--- src/rtl/alu_arbiter.sv ---
// Two-requester front end for a shared single-cycle ALU.
// Each accepted operation runs IDLE -> EXEC -> RESP: operands are latched on accept,
// presented to the ALU for one cycle, and the registered result is returned with a
// one-cycle completion pulse to the requester that issued it.
module alu_arbiter #(
    parameter int unsigned DATA_W     = 8,
    parameter int unsigned FIXED_PRIO = 0
) (
    input  logic              clk,
    input  logic              reset,
    input  logic [1:0]        req_valid,
    output logic [1:0]        req_ready,
    input  logic [1:0]        req0_alu_op,
    input  logic [1:0]        req1_alu_op,
    input  logic [9:0]        req0_funct,
    input  logic [9:0]        req1_funct,
    input  logic [DATA_W-1:0] req0_a,
    input  logic [DATA_W-1:0] req0_b,
    input  logic [DATA_W-1:0] req1_a,
    input  logic [DATA_W-1:0] req1_b,
    output logic              alu_en,
    output logic [1:0]        alu_op_o,
    output logic [9:0]        funct_o,
    output logic [DATA_W-1:0] alu_a_o,
    output logic [DATA_W-1:0] alu_b_o,
    input  logic [DATA_W-1:0] alu_result_i,
    input  logic              alu_zero_i,
    output logic [1:0]        resp_valid,
    output logic [DATA_W-1:0] resp_result,
    output logic              resp_zero,
    output logic              busy
);

    typedef enum logic [1:0] {StIdle, StExec, StResp} state_e;

    state_e            state_q, state_d;
    logic              last_q;      // id of the most recently granted requester
    logic              id_q;        // id of the in-flight operation
    logic [1:0]        op_q;
    logic [9:0]        funct_q;
    logic [DATA_W-1:0] a_q, b_q;
    logic [DATA_W-1:0] result_q;
    logic              zero_q;

    logic [1:0]        grant;
    logic              accept;
    logic              sel_id;

    // Pick a requester: a lone request always wins; on a tie either requester 0
    // (fixed mode) or the one that was not granted last (round-robin).
    always_comb begin
        grant = 2'b00;
        case (req_valid)
            2'b01:   grant = 2'b01;
            2'b10:   grant = 2'b10;
            2'b11: begin
                if (FIXED_PRIO != 0) begin
                    grant = 2'b01;
                end else begin
                    grant = last_q ? 2'b01 : 2'b10;
                end
            end
            default: grant = 2'b00;
        endcase
    end

    // Handshake and next-state decode.
    always_comb begin
        req_ready = (state_q == StIdle) ? grant : 2'b00;
        accept    = |(req_valid & req_ready);
        sel_id    = req_ready[1];
        state_d   = state_q;
        unique case (state_q)
            StIdle:  if (accept) state_d = StExec;
            StExec:  state_d = StResp;
            StResp:  state_d = StIdle;
            default: state_d = StIdle;
        endcase
    end

    // State, round-robin pointer and latched operation.
    always_ff @(posedge clk or posedge reset) begin
        if (reset) begin
            state_q <= StIdle;
            last_q  <= 1'b1;
            id_q    <= 1'b0;
            op_q    <= '0;
            funct_q <= '0;
            a_q     <= '0;
            b_q     <= '0;
        end else begin
            state_q <= state_d;
            if (accept) begin
                last_q  <= sel_id;
                id_q    <= sel_id;
                op_q    <= sel_id ? req1_alu_op : req0_alu_op;
                funct_q <= sel_id ? req1_funct  : req0_funct;
                a_q     <= sel_id ? req1_a      : req0_a;
                b_q     <= sel_id ? req1_b      : req0_b;
            end
        end
    end

    // Capture the ALU output at the end of EXEC; held until the next EXEC.
    always_ff @(posedge clk or posedge reset) begin
        if (reset) begin
            result_q <= '0;
            zero_q   <= 1'b0;
        end else if (state_q == StExec) begin
            result_q <= alu_result_i;
            zero_q   <= alu_zero_i;
        end
    end

    // ALU drive is gated to EXEC so the shared ALU sees zeros when idle.
    always_comb begin
        alu_en      = (state_q == StExec);
        alu_op_o    = alu_en ? op_q    : 2'b00;
        funct_o     = alu_en ? funct_q : 10'd0;
        alu_a_o     = alu_en ? a_q     : '0;
        alu_b_o     = alu_en ? b_q     : '0;
        resp_valid  = (state_q == StResp) ? (id_q ? 2'b10 : 2'b01) : 2'b00;
        resp_result = result_q;
        resp_zero   = zero_q;
        busy        = (state_q != StIdle);
    end

endmodule

--- config.mk ---
export PLATFORM = sky130hd
export DESIGN_NAME = alu_arbiter
export DESIGN_NICKNAME = d
export VERILOG_FILES = /design/src/rtl/alu_arbiter.sv
export SDC_FILE = /design/constraint.sdc
export NUM_CORES = 1
export LEC_CHECK = 0
export CORE_ASPECT_RATIO = 0.9
export CORE_MARGIN = 3
export CORE_UTILIZATION = 35
export CTS_BUF_LIST = sky130_fd_sc_hd__clkbuf_8
export DETAILED_ROUTE_END_ITERATION = 10
export PLACE_DENSITY = 0.73
export SLEW_MARGIN = 20
export SYNTH_ARGS = -nofsm -noshare
export SYNTH_HDL_FRONTEND = slang
export SYNTH_SLANG_ARGS = --single-unit
--- constraint.sdc ---
create_clock -name clk -period 1.8 [get_ports clk]
set_input_delay 0.36 -clock clk [delete_from_list [all_inputs] [get_ports clk]]
set_output_delay 0.36 -clock clk [all_outputs]
set_load 0.005 [all_outputs]
# [Word-level counts from Yosys, hierarchy flattened]
# Index checks and enable logic that the tools add are counted.
[word_totals] in_bits=69 reg_bits=41 elab_cells=34 output_inout_bits=43
[op_classes] bitwise_logic=1 n_mux=15 reduce_logical=3 n_eq_ne=6
[ops] operator="$mux W8" n=4
[ops] operator="$mux W10" n=2
[ops] operator="$mux W2" n=7
[ops] operator="$eq A2 B2 Y1 const B" n=3
[ops] operator="$pmux W2 S3" n=1
[ops] operator="$eq A2 B1 Y1 const B" n=2
[ops] operator="$pmux W2 S2" n=1
[ops] operator="$and A2 B2 Y2" n=1
[ops] operator="$logic_not A2 Y1" n=1
[ops] operator="$ne A2 B2 Y1 const B" n=1
[ops] operator="$reduce_bool A2 Y1" n=1
[ops] operator="$reduce_or A2 Y1" n=1

# [Longest topological paths before layout]
[logic_depth] ltp_word=7 depth_mapped=7 mapped_depth_nobuf=5

# [Worst setup path after synthesis]
# Ideal clock, no wire load.
[synth_path] kind="flip-flop to output port" start="reg state_q[0]" end="out alu_a_o[5]" t_arrival_ns=1.014 n_path_buf=2 slack_ns=0.426 stages_incl_launch_ff=5 required_ns=1.440 path_cell_list="dfrtp_1 > nor2b_1 > buf_4 > buf_2 > and2_1"
[synth_via] elab_chain_cells=2
[synth_rtl] item="start: declaration" line="36" rtl="state_e state_q, state_d;"
[synth_rtl] item="start signal: assignment" line="84" rtl="state_q <= StIdle;"
[synth_rtl] item="start signal: assignment" line="92" rtl="state_q <= state_d;"
[synth_rtl] item="$eq A2 B1 Y1" line="117" rtl="alu_en = (state_q == StExec);"
[synth_rtl] item="via alu_en" line="21" rtl="output logic alu_en,"
[synth_rtl] item="$mux W8" line="120" rtl="alu_a_o = alu_en ? a_q : '0;"
[synth_rtl] item="end: declaration" line="24" rtl="output logic [DATA_W-1:0] alu_a_o,"
# The timed path passes the listed nets, and every way through them passes these cells.

# [Worst setup path after layout]
[layout_path] start="reg state_q[0]" end="out alu_b_o[1]"
[layout_via] elab_chain_cells=2
[layout_rtl] item="$eq A2 B1 Y1" line="117"
[layout_rtl] item="$mux W8" line="121" rtl="alu_b_o = alu_en ? b_q : '0;"
[layout_rtl] item="end: declaration" line="25" rtl="output logic [DATA_W-1:0] alu_b_o,"
# Every way passes these cells.

==> flow_summary.yaml <==
layout:
  synthToLayoutAreaGrowth_pct: 68.69
  fin_area_mm2: 0.003580
  fin_cells: 423
  nNetsFinal: 421
  multiInputGateArea_mm2: 0.001008
  nFillCells: 519
  diodes: 0
  final_common_cell: "clkdlybuf4s50_1"
  drive_gt1_share_pct: 35.69
  utilization_pct: 62.17
  mostFrequentLayoutCells: "77 x clkdlybuf4s50_1, 40 x dfrtp_1, 29 x nand2_1"
  register_area_mm2: 0.001027
min_path:
  hp-class: "primary input to asynchronous set/reset pin"
critical_path:
  slowest_delay_ps: 380
  crit_family: "buffers and inverters"
  crit_type: "flop to output port"
  cp_slowest_cell: "dfrtp_1"
  critPathMaxFanout: 4
  critical_path.most_common_cell: "buf_6"
  cp.arrival_ps: 1530
  end_kind: "output port"
  start_kind: "flop"
  cp_num_buf_inv: 5
  cp_cell_sequence: "nor2b_4, buf_4, buf_6, buf_6, buf_6, and2_1, buf_2"
  required_ps: 1440
place:
  routabilityCongestion: 0.7237
  placed_cell_area_mm2: 0.003281
  place_ws_ps: -161.9
  port_buffers: 111
  dp_hpwl_mm: 4.061
  dp.cells: 396
clock_network:
  cts_tree: "done"
  clock_path_buffers: 2
  clock_latency_ps: 290
  postCtsHoldBufs: 0
  cts_sinks: 41
  cts-buffers-inserted: 5
  root_buffer: "clkbuf_8"
  htree_levels: 2
  path_clk_slew_ps: 80
sta:
  worst_slack_ps: -90.30
  slew_viol_final: 0
  worst_pin_slew_ps: 380.5
  rsz0062_at_grt: "yes"
  fmax_mhz: 529.0
  fin_worst_skew_ps: 6.304
  layout_worst_path_cycle_share_pct: 105.0
  hold_violations: 0
  setup-violations-final: 5
  maxSlewHeadroom_pct: 74.63
  period_minus_slack_ps: 1890
flow_run:
  maxCapViolCount: 0
die:
  fp.dieArea_mm2: 0.007035
  rows: 26
  die_w_um: 88.08
  start_util_pct: 36.85
  core_area_mm2: 0.005758
  ios: 112
  die_h_um: 79.87
detailed_routing:
  drc_errors: 0
  ant_nets: 0
  drt-total-wl_mm: 6.105
  post_drt_wl_per_cell_um: 14.43
  num_vias: 1977
  dr.pass1.iters: 4
  drtIter0Drc: 50
  routed_via_density: 4.674
synth:
  syn_inst: 222
  post_synth.cell_area_avg_um2: 9.559
  synth_area_mm2: 0.002122
  yosys_register_bits: 41
  synthDistinctLibCells: 26
  syn-num-nets: 291
  ys_warn_count: 0
  ys_seq_area_share_pct: 48.41
grt:
  grt_max_degree: 34
  overflow: 0
  grt_pass1_wl_mm: 9.632
  grt_antenna_before_repair: 0
  track_usage_pct: 17.74
  grt_pass1_vias: 2027
power:
  p_per_area_mw_per_mm2: 1557
  leakage_nw: 1.622
  ir_worst_vdd_mv: 0.6491
status:
  violations: "setup timing"
  status: "complete, but fails checks"
## where the power goes
group / switching, mW / total (mW) / leakage [nW] / internal [mW]
Combinational: 1.43 / 3.36 / 1.08 / 1.93
Sequential: 0.234 / 1.64 / 0.494 / 1.40
Clock: 0.310 / 0.573 / 0.0491 / 0.263
## cells by family after synthesis
logic type / count (synthesis) / synth area share [%]
simple gates: 93 / 21.70
compound gates: 59 / 17.86
flops: 41 / 48.41
buf+inv: 20 / 7.252
mux: 9 / 4.776
## cell usage after synthesis (all sizes together)
library cell,count,area share (%)
nand2,29,5.1
dfrtp,40,47
nor2b,2,0.59
and3b,1,0.41
nor3b,1,0.35
and3,2,0.59
o21ai,29,8.8
inv,3,0.53
dfstp,1,1.2
a21o,2,0.71
nand2b,1,0.29
nor2,29,6.1
buf,12,5.8
clkbuf,5,0.94
mux2,9,4.8
and2,28,8.3
a21oi,28,8.4
## routing by layer
| layer | GRT usage, % | up-vias | share of wire [%] |
|---|---|---|---|
| li1 | - | 984 | - |
| met1 | 21.81 | 919 | 42 |
| met2 | 30.87 | 69 | 50 |
| met3 | 4.128 | 5 | 7.2 |
| met4 | 4.985 | 0 | 0.64 |
| met5 | 0 | - | 0 |
## final cells by class
type	instances	area share [%]
clock inverter	3	0.3845
clock buffer	5	1.922
inverter	3	0.3845
multi-input combinational	161	28.17
tap	70	2.447
sequential	41	28.70
timing repair buffer	140	37.99
## worst reg2reg max path, stage by stage (launching register included)
cell and delay [ps]:
dfrtp_1 420, buf_4 150, buf_6 110, nor2_4 90
and3_4 190, buf_4 340, nor2_1 110, o21ai_2 140
## flip-flops by register name, indices dropped and copies added (netlist names)
signal,count
a_q,8
resp_result,8
resp_zero,1
funct_q,10
id_q,1
op_q,2
state_q,2
last_q,1
b_q,8
## per-stage QoR
stage | hold WS [ps] | setup TNS [ps] | power [mW]
floorplan | 441.8 | 0 | 3.270
global placement | 451.3 | -1235 | 4.371
detailed placement | 456.8 | -2400 | 4.461
CTS | 302.0 | -744.5 | 5.565
global route | 309.0 | -1457 | 6.031
finish | 303.3 | -398.0 | 5.573
## final timing paths
kind | slack, ps | to | startpoint | cells after the start
worst max register to register | 170 | funct_q[8] | state_q[1] | 7
max in group asynchronous | 980 | last_q | reset | 3
worst max-delay path | -90 | alu_b_o[1] | state_q[0] | 7
min in group clk | 470 | b_q[1] | b_q[1] | 2
worst min-delay path | 300 | resp_result[4] | reset | 2
worst min register to register | 470 | b_q[1] | b_q[1] | 2
## timing repair
| action | in CTS | in global routing |
|---|---|---|
| endpoints found under the hold margin | 0 | 0 |
| endpoints found under the setup margin | 34 | 48 |
| pin swaps | 11 | 4 |
| cloned | 3 | 0 |
| resized for setup | 139 | 33 |
| buffers inserted | 16 | 3 |
No activity file was read; power rests on OpenSTA's default activity.
